[src/rtl/char_string_render.sv]
`default_nettype none
// +----------------------------------------------------------------------------+
// | Module      : char_string_render                                           |
// | Description : Pipelined renderer for a row of N_CHARS 5x8-cell glyphs      |
// |               (digits 0-9, letters A-Z, blank) at a runtime position.      |
// |               Codes are written into a shadow buffer through a valid/ready |
// |               port and committed to the display buffer on frame_tick, so   |
// |               the screen never tears.                                      |
// | Ports       : clk, reset (sync, active-high)                               |
// |               start_x/start_y : top-left pixel of slot 0                   |
// |               x/y             : current raster position                    |
// |               frame_tick      : commit shadow buffer, advance blink        |
// |               wr_valid/wr_ready/wr_idx/wr_code/wr_blink : slot write port  |
// |               display         : pixel lit, two cycles after x/y sampled    |
// | Options     : CHAR_STRING_BLINK_EN enables the per-slot blink attribute    |
// | Revision    : 1.0 - initial release                                        |
// +----------------------------------------------------------------------------+
module char_string_render #(
  parameter int N_CHARS      = 4,
  parameter int SCALE_LOG2   = 2,
  parameter int BLINK_FRAMES = 30
) (
  input  logic       clk,
  input  logic       reset,
  input  logic [9:0] start_x,
  input  logic [9:0] start_y,
  input  logic [9:0] x,
  input  logic [9:0] y,
  input  logic       frame_tick,
  input  logic       wr_valid,
  output logic       wr_ready,
  input  logic [3:0] wr_idx,
  input  logic [5:0] wr_code,
  input  logic       wr_blink,
  output logic       display
);

  localparam logic [5:0] BLANK_CODE = 6'd63;

  // 8 rows x 5 columns, row 0 in bits [39:35], column 0 is the MSB of a row.
  function automatic logic [39:0] glyph_bits(input logic [5:0] code);
    case (code)
      6'd0:  glyph_bits = {5'b01110, 5'b10001, 5'b10011, 5'b10101, 5'b11001, 5'b10001, 5'b01110, 5'b00000};
      6'd1:  glyph_bits = {5'b00100, 5'b01100, 5'b00100, 5'b00100, 5'b00100, 5'b00100, 5'b01110, 5'b00000};
      6'd2:  glyph_bits = {5'b01110, 5'b10001, 5'b00001, 5'b00010, 5'b00100, 5'b01000, 5'b11111, 5'b00000};
      6'd3:  glyph_bits = {5'b11111, 5'b00010, 5'b00100, 5'b00010, 5'b00001, 5'b10001, 5'b01110, 5'b00000};
      6'd4:  glyph_bits = {5'b00010, 5'b00110, 5'b01010, 5'b10010, 5'b11111, 5'b00010, 5'b00010, 5'b00000};
      6'd5:  glyph_bits = {5'b11111, 5'b10000, 5'b11110, 5'b00001, 5'b00001, 5'b10001, 5'b01110, 5'b00000};
      6'd6:  glyph_bits = {5'b00110, 5'b01000, 5'b10000, 5'b11110, 5'b10001, 5'b10001, 5'b01110, 5'b00000};
      6'd7:  glyph_bits = {5'b11111, 5'b00001, 5'b00010, 5'b00100, 5'b01000, 5'b01000, 5'b01000, 5'b00000};
      6'd8:  glyph_bits = {5'b01110, 5'b10001, 5'b10001, 5'b01110, 5'b10001, 5'b10001, 5'b01110, 5'b00000};
      6'd9:  glyph_bits = {5'b01110, 5'b10001, 5'b10001, 5'b01111, 5'b00001, 5'b00010, 5'b01100, 5'b00000};
      6'd10: glyph_bits = {5'b01110, 5'b10001, 5'b10001, 5'b11111, 5'b10001, 5'b10001, 5'b10001, 5'b00000};
      6'd11: glyph_bits = {5'b11110, 5'b10001, 5'b10001, 5'b11110, 5'b10001, 5'b10001, 5'b11110, 5'b00000};
      6'd12: glyph_bits = {5'b01110, 5'b10001, 5'b10000, 5'b10000, 5'b10000, 5'b10001, 5'b01110, 5'b00000};
      6'd13: glyph_bits = {5'b11100, 5'b10010, 5'b10001, 5'b10001, 5'b10001, 5'b10010, 5'b11100, 5'b00000};
      6'd14: glyph_bits = {5'b11111, 5'b10000, 5'b10000, 5'b11110, 5'b10000, 5'b10000, 5'b11111, 5'b00000};
      6'd15: glyph_bits = {5'b11111, 5'b10000, 5'b10000, 5'b11110, 5'b10000, 5'b10000, 5'b10000, 5'b00000};
      6'd16: glyph_bits = {5'b01110, 5'b10001, 5'b10000, 5'b10111, 5'b10001, 5'b10001, 5'b01111, 5'b00000};
      6'd17: glyph_bits = {5'b10001, 5'b10001, 5'b10001, 5'b11111, 5'b10001, 5'b10001, 5'b10001, 5'b00000};
      6'd18: glyph_bits = {5'b01110, 5'b00100, 5'b00100, 5'b00100, 5'b00100, 5'b00100, 5'b01110, 5'b00000};
      6'd19: glyph_bits = {5'b00111, 5'b00010, 5'b00010, 5'b00010, 5'b00010, 5'b10010, 5'b01100, 5'b00000};
      6'd20: glyph_bits = {5'b10001, 5'b10010, 5'b10100, 5'b11000, 5'b10100, 5'b10010, 5'b10001, 5'b00000};
      6'd21: glyph_bits = {5'b10000, 5'b10000, 5'b10000, 5'b10000, 5'b10000, 5'b10000, 5'b11111, 5'b00000};
      6'd22: glyph_bits = {5'b10001, 5'b11011, 5'b10101, 5'b10101, 5'b10001, 5'b10001, 5'b10001, 5'b00000};
      6'd23: glyph_bits = {5'b10001, 5'b10001, 5'b11001, 5'b10101, 5'b10011, 5'b10001, 5'b10001, 5'b00000};
      6'd24: glyph_bits = {5'b01110, 5'b10001, 5'b10001, 5'b10001, 5'b10001, 5'b10001, 5'b01110, 5'b00000};
      6'd25: glyph_bits = {5'b11110, 5'b10001, 5'b10001, 5'b11110, 5'b10000, 5'b10000, 5'b10000, 5'b00000};
      6'd26: glyph_bits = {5'b01110, 5'b10001, 5'b10001, 5'b10001, 5'b10101, 5'b10010, 5'b01101, 5'b00000};
      6'd27: glyph_bits = {5'b11110, 5'b10001, 5'b10001, 5'b11110, 5'b10100, 5'b10010, 5'b10001, 5'b00000};
      6'd28: glyph_bits = {5'b01111, 5'b10000, 5'b10000, 5'b01110, 5'b00001, 5'b00001, 5'b11110, 5'b00000};
      6'd29: glyph_bits = {5'b11111, 5'b00100, 5'b00100, 5'b00100, 5'b00100, 5'b00100, 5'b00100, 5'b00000};
      6'd30: glyph_bits = {5'b10001, 5'b10001, 5'b10001, 5'b10001, 5'b10001, 5'b10001, 5'b01110, 5'b00000};
      6'd31: glyph_bits = {5'b10001, 5'b10001, 5'b10001, 5'b10001, 5'b10001, 5'b01010, 5'b00100, 5'b00000};
      6'd32: glyph_bits = {5'b10001, 5'b10001, 5'b10001, 5'b10101, 5'b10101, 5'b10101, 5'b01010, 5'b00000};
      6'd33: glyph_bits = {5'b10001, 5'b10001, 5'b01010, 5'b00100, 5'b01010, 5'b10001, 5'b10001, 5'b00000};
      6'd34: glyph_bits = {5'b10001, 5'b10001, 5'b01010, 5'b00100, 5'b00100, 5'b00100, 5'b00100, 5'b00000};
      6'd35: glyph_bits = {5'b11111, 5'b00001, 5'b00010, 5'b00100, 5'b01000, 5'b10000, 5'b11111, 5'b00000};
      default: glyph_bits = 40'd0;
    endcase
  endfunction

  // ---------------------------------------------------------------- buffers
  logic [5:0] shadow_code_q  [N_CHARS];
  logic [5:0] shadow_code_d  [N_CHARS];
  logic       shadow_blink_q [N_CHARS];
  logic       shadow_blink_d [N_CHARS];
  logic [5:0] disp_code_q    [N_CHARS];
  logic [5:0] disp_code_d    [N_CHARS];
  logic       disp_blink_q   [N_CHARS];
  logic       disp_blink_d   [N_CHARS];

  assign wr_ready = !reset && !frame_tick;

  always_comb begin
    shadow_code_d  = shadow_code_q;
    shadow_blink_d = shadow_blink_q;
    disp_code_d    = disp_code_q;
    disp_blink_d   = disp_blink_q;
    if (frame_tick) begin
      disp_code_d  = shadow_code_q;
      disp_blink_d = shadow_blink_q;
    end
    // Out-of-range indices match no slot, so such writes are simply dropped.
    if (wr_valid && wr_ready) begin
      for (int i = 0; i < N_CHARS; i++) begin
        if (wr_idx == 4'(i)) begin
          shadow_code_d[i]  = wr_code;
          shadow_blink_d[i] = wr_blink;
        end
      end
    end
  end

  // ------------------------------------------------------------ blink phase
  logic blink_on_w;

`ifdef CHAR_STRING_BLINK_EN
  localparam int CNT_W = (BLINK_FRAMES > 1) ? $clog2(BLINK_FRAMES) : 1;

  logic [CNT_W-1:0] blink_cnt_q, blink_cnt_d;
  logic             blink_on_q, blink_on_d;

  always_comb begin
    blink_cnt_d = blink_cnt_q;
    blink_on_d  = blink_on_q;
    if (frame_tick) begin
      if (blink_cnt_q == CNT_W'(BLINK_FRAMES - 1)) begin
        blink_cnt_d = '0;
        blink_on_d  = !blink_on_q;
      end else begin
        blink_cnt_d = blink_cnt_q + CNT_W'(1);
      end
    end
  end

  always_ff @(posedge clk) begin
    if (reset) begin
      blink_cnt_q <= '0;
      blink_on_q  <= 1'b1;
    end else begin
      blink_cnt_q <= blink_cnt_d;
      blink_on_q  <= blink_on_d;
    end
  end

  assign blink_on_w = blink_on_q;
`else
  // Blink attribute is still stored; with the phase pinned on it never hides.
  assign blink_on_w = 1'b1;
`endif

  // ---------------------------------------------------- stage 1: geometry
  // Differences only matter when x >= start_x and y >= start_y, so 10 bits
  // carry the full offset without any wrap-around reaching the screen.
  logic [9:0] dx_w, dy_w, cell_col_w, cell_row_w, slot_w;
  logic [2:0] col_w;
  logic [5:0] code_w;
  logic       blink_w;

  logic       s1_valid_q, s1_valid_d;
  logic       s1_vis_q,   s1_vis_d;
  logic [5:0] s1_code_q,  s1_code_d;
  logic [2:0] s1_row_q,   s1_row_d;
  logic [2:0] s1_col_q,   s1_col_d;

  always_comb begin
    dx_w       = x - start_x;
    dy_w       = y - start_y;
    cell_col_w = dx_w >> SCALE_LOG2;
    cell_row_w = dy_w >> SCALE_LOG2;
    slot_w     = cell_col_w / 10'd6;
    col_w      = 3'(cell_col_w % 10'd6);
    code_w     = BLANK_CODE;
    blink_w    = 1'b0;
    for (int i = 0; i < N_CHARS; i++) begin
      if (slot_w == 10'(i)) begin
        code_w  = disp_code_q[i];
        blink_w = disp_blink_q[i];
      end
    end
    // The slot's code and visibility are captured here so a commit or blink
    // toggle never splits a pixel already in flight.
    s1_valid_d = (x >= start_x) && (y >= start_y) && (slot_w < 10'(N_CHARS)) &&
                 (col_w < 3'd5) && (cell_row_w < 10'd8);
    s1_vis_d   = !blink_w || blink_on_w;
    s1_code_d  = code_w;
    s1_row_d   = cell_row_w[2:0];
    s1_col_d   = col_w;
  end

  // ------------------------------------------------- stage 2: ROM lookup
  logic [39:0] glyph_w;
  logic [5:0]  bit_idx_w;
  logic        display_q, display_d;

  always_comb begin
    glyph_w   = glyph_bits(s1_code_q);
    bit_idx_w = 6'd39 - (6'(s1_row_q) * 6'd5 + 6'(s1_col_q));
    display_d = s1_valid_q && s1_vis_q && glyph_w[bit_idx_w];
  end

  assign display = display_q;

  always_ff @(posedge clk) begin
    if (reset) begin
      for (int i = 0; i < N_CHARS; i++) begin
        shadow_code_q[i]  <= BLANK_CODE;
        shadow_blink_q[i] <= 1'b0;
        disp_code_q[i]    <= BLANK_CODE;
        disp_blink_q[i]   <= 1'b0;
      end
      s1_valid_q <= 1'b0;
      s1_vis_q   <= 1'b0;
      s1_code_q  <= BLANK_CODE;
      s1_row_q   <= 3'd0;
      s1_col_q   <= 3'd0;
      display_q  <= 1'b0;
    end else begin
      shadow_code_q  <= shadow_code_d;
      shadow_blink_q <= shadow_blink_d;
      disp_code_q    <= disp_code_d;
      disp_blink_q   <= disp_blink_d;
      s1_valid_q     <= s1_valid_d;
      s1_vis_q       <= s1_vis_d;
      s1_code_q      <= s1_code_d;
      s1_row_q       <= s1_row_d;
      s1_col_q       <= s1_col_d;
      display_q      <= display_d;
    end
  end

endmodule
`default_nettype wire

[config.mk]
export PLATFORM = sky130hd
export DESIGN_NAME = char_string_render
export DESIGN_NICKNAME = d
export VERILOG_FILES = /design/src/rtl/char_string_render.sv
export SDC_FILE = /design/constraint.sdc
export NUM_CORES = 1
export LEC_CHECK = 0
export BUFFER_PORTS_ARGS = -buffer_cell sky130_fd_sc_hd__buf_2
export CORE_MARGIN = 1
export CORE_UTILIZATION = 30
export DETAILED_ROUTE_END_ITERATION = 8
export PLACE_DENSITY = 0.43
export SLEW_MARGIN = 40
export SYNTH_ARGS = -nofsm -noshare
export SYNTH_HDL_FRONTEND = slang
export SYNTH_SLANG_ARGS = --single-unit
[constraint.sdc]
create_clock -name clk -period 10.3 [get_ports clk]
set_input_delay 0 -clock clk [delete_from_list [all_inputs] [get_ports clk]]
set_output_delay 0 -clock clk [all_outputs]
set_load 0.03 [all_outputs]
==> run metrics <==
outcome=finished clean; syn nets=903; io pins=57; DR vias=6,043; Max Slew Vio Count=0; Finished Cell Area=7590 um2; count leader, synth=nand2_1; maximum vdd drop=0.0000849 V; Design Power=1.14 mW; worst hold path type=in -> reg; area delta synth->final=12.0%; DPL Wire Length=13.6 mm; Syn Area/Cell=8.43 um2; port buffer count=55; Distinct cells, synth=93; Clk pwr share=28.5%; Congestion Overflow GR=0; CP dominant cell by count=ha_1; first-pass GRT wire length=30.4 mm; setup TNS=0 ns; RSZ-0062 raised after global routing=no; top_reg_cell synth=dfxtp_1; pre-CTS setup slack=2.52 ns; largest area contributor in the synthesized netlist=dfxtp_1; number of global-route vias before repair=5,490; Max-cap violations=0; synthesized area=6780 um2; Syn Inst Count=804; all-layer global routing usage=16.3%; Bufs and invs on worst path=3; Initial Util=30.9%; critical path fanouts, max=17; post-DR vias/cell=5.39; antenna violations before repair=0; clk sinks=92; Worst EP required=10.54 ns; switching power=432 uW; Crit path max-delay family=compound AO/OA/AOI/OAI gates; startpoint types=primary input; worst-skew pair later-pin latency=0.36 ns; Remaining DRCs=0; row cnt=54; CTS tree=built; pwr/cell area=151 nW/um2; worst slew pin tran=0.762 ns; DRT Pass-1 Iters=5; remaining antenna violation count after routing=0; sequential share of power=31.9%; TritonCTS Buffers=9; Ys Warns=0; Die Ht=152 um; sw frac=37.8%; number of H-tree levels=3; Post-synth ARST share=0%; P_leak=3.20 nW; Layout Skew=0.0101 ns; type of the worst setup path=in -> reg; minimum clock period=7.40 ns; #FFs+latches synth=92; Worst-path clk slew=0.07 ns; Total Wirelength=18.9 mm; Core Box Area=22,000 um2; Fmax achieved=0.135 GHz; post-route setup slack=2.90 ns; Worst path slowest cell=a22o_1; wire length per cell=16.8 um; top cells by area, synth=dfxtp_1 (27%), mux2i_1 (8.7%), ha_1 (7.8%), nand2_1 (5.6%), a21oi_1 (3.0%); Root Buffer Master=clkbuf_16; share of the synthesized area in the top cell type=27.2%; Post-synth top cells=nand2_1 (102), dfxtp_1 (92), mux2i_1 (59), nor2_1 (50), inv_1 (48); gpl congestion=0.841; Max stage delay on crit path=0.62 ns; CTS resizes=0; Int Power=712 uW; Post-synth EDFFs=0; pin count of the biggest net entering global routing=52; die width=152 um; combinational share of power=39.6%; dpl cell area=7230 um2; Slew HR=49.2%; clock buffer depth=2; sequential area share after synthesis=27.2%; DR iter-0 viols=462; layout cells sized above 1=15.8%; Final Hold Fails=0; final setup fails=0; die area=23,200 um2; crit end category=register; Final Cycle Share=71.8%; Crit path arrival time=7.63 ns; NumNets Final=935; Ant. Diodes=0
## kinds of logic after synthesis
| kind of cell | share of synthesized area [%] |
|---|---|
| adders and majority gates | 8.34 |
| muxes | 12.4 |
| AOI/OAI and AO/OA | 25.0 |
| xor gates and xnor gates | 3.08 |
| buffers and inverters | 6.57 |
| DFF | 27.2 |
| and+or+nand+nor | 17.5 |
## power by group through the flow
stage	Clock (mW)	Sequential (mW)	Combinational, mW
2_1_floorplan	0	0.372	0.356
3_3_place_gp	0	0.373	0.455
3_5_place_dp	0	0.373	0.453
4_1_cts	0.338	0.365	0.457
5_1_grt	0.351	0.365	0.507
6_report	0.326	0.365	0.453
## path summary, 6_finish.rpt
check                           depth (start not counted)                          from                endpoint  slack (ns)
worst max register to register                          7  disp_code_q[19]$_SDFFE_PP1P_     glyph_w[14]$_DFF_P_        7.09
worst max-delay path                                   26                    start_x[3]     glyph_w[14]$_DFF_P_        2.90
worst min-delay path                                    4                          y[4]  s1_row_q[2]$_SDFF_PP0_        0.07
worst min register to register                          2              s1_vis_q$_DFF_P_      display$_SDFF_PP0_        0.47
## final cells by class
cell class | count | area, um2
inverters | 52 | 195
well taps | 280 | 350
clock inverters | 7 | 66.3
fillers | 2260 | 14400
multi-input cells | 610 | 4500
clock buffers | 9 | 225
repair buffers | 71 | 413
flip-flops and latches | 92 | 1840
## repair_timing
action / 4_1_cts / 5_1_grt
setup buffers: 0 / 0
endpoints found under the hold margin: 26 / 0
hold buffers: 7 / 0
## stage by stage
step | hold slack, ns | utilization, % | std cells
2_1_floorplan | 0.0724 | - | 804
3_3_place_gp | 0.268 | 32.9 | 1097
3_5_place_dp | 0.268 | 32.9 | 1098
4_1_cts | 0.0644 | 34.6 | 1121
5_1_grt | 0.0919 | 34.6 | 1121
6_report | 0.0679 | 34.6 | 1121
## registers in the layout, indices dropped and copies added (netlist names)
signal,cells
glyph_w,35
disp_code_q,24
shadow_code_q,24
s1_col_q,3
s1_row_q,3
display,1
s1_valid_q,1
s1_vis_q,1
## worst reg2reg max path: stages, from the launching register on
cell and delay, ns:
dfxtp_1 0.32, mux2i_1 0.14, a22o_1 0.62, clkinv_1 0.58, ha_1 0.60, o311ai_0 0.40
a21oi_1 0.06, or3_1 0.37
## placed cells by master (no fill, tap or decap), types with 10 or more instances in the layout
| cell | synthesis | routed |
|---|---|---|
| nand2_1 | 102 | 101 |
| dfxtp_1 | 92 | 92 |
| mux2i_1 | 59 | 59 |
| buf_2 | 20 | 55 |
| nor2_1 | 50 | 50 |
| inv_1 | 48 | 48 |
| ha_1 | 42 | 42 |
| a21oi_1 | 41 | 40 |
| nand3_1 | 31 | 31 |
| o21ai_0 | 19 | 19 |
| a21o_1 | 13 | 13 |
| a31oi_1 | 13 | 13 |
| nor3_1 | 13 | 13 |
| o211ai_1 | 13 | 13 |
| xnor2_1 | 11 | 11 |
| a211oi_1 | 10 | 10 |
| o21ai_1 | 10 | 10 |
## routing by layer
| layer | vias to the layer above | part of all wire, % | track usage, % |
|---|---|---|---|
| met1 | 2798 | 49 | 23.6 |
| met2 | 193 | 44 | 24.4 |
| met5 | - | 0 | 0 |
| met3 | 20 | 5.1 | 3.01 |
| met4 | 0 | 1.6 | 4.66 |
| li1 | 3032 | - | - |
(Power assumes the default switching activity.)
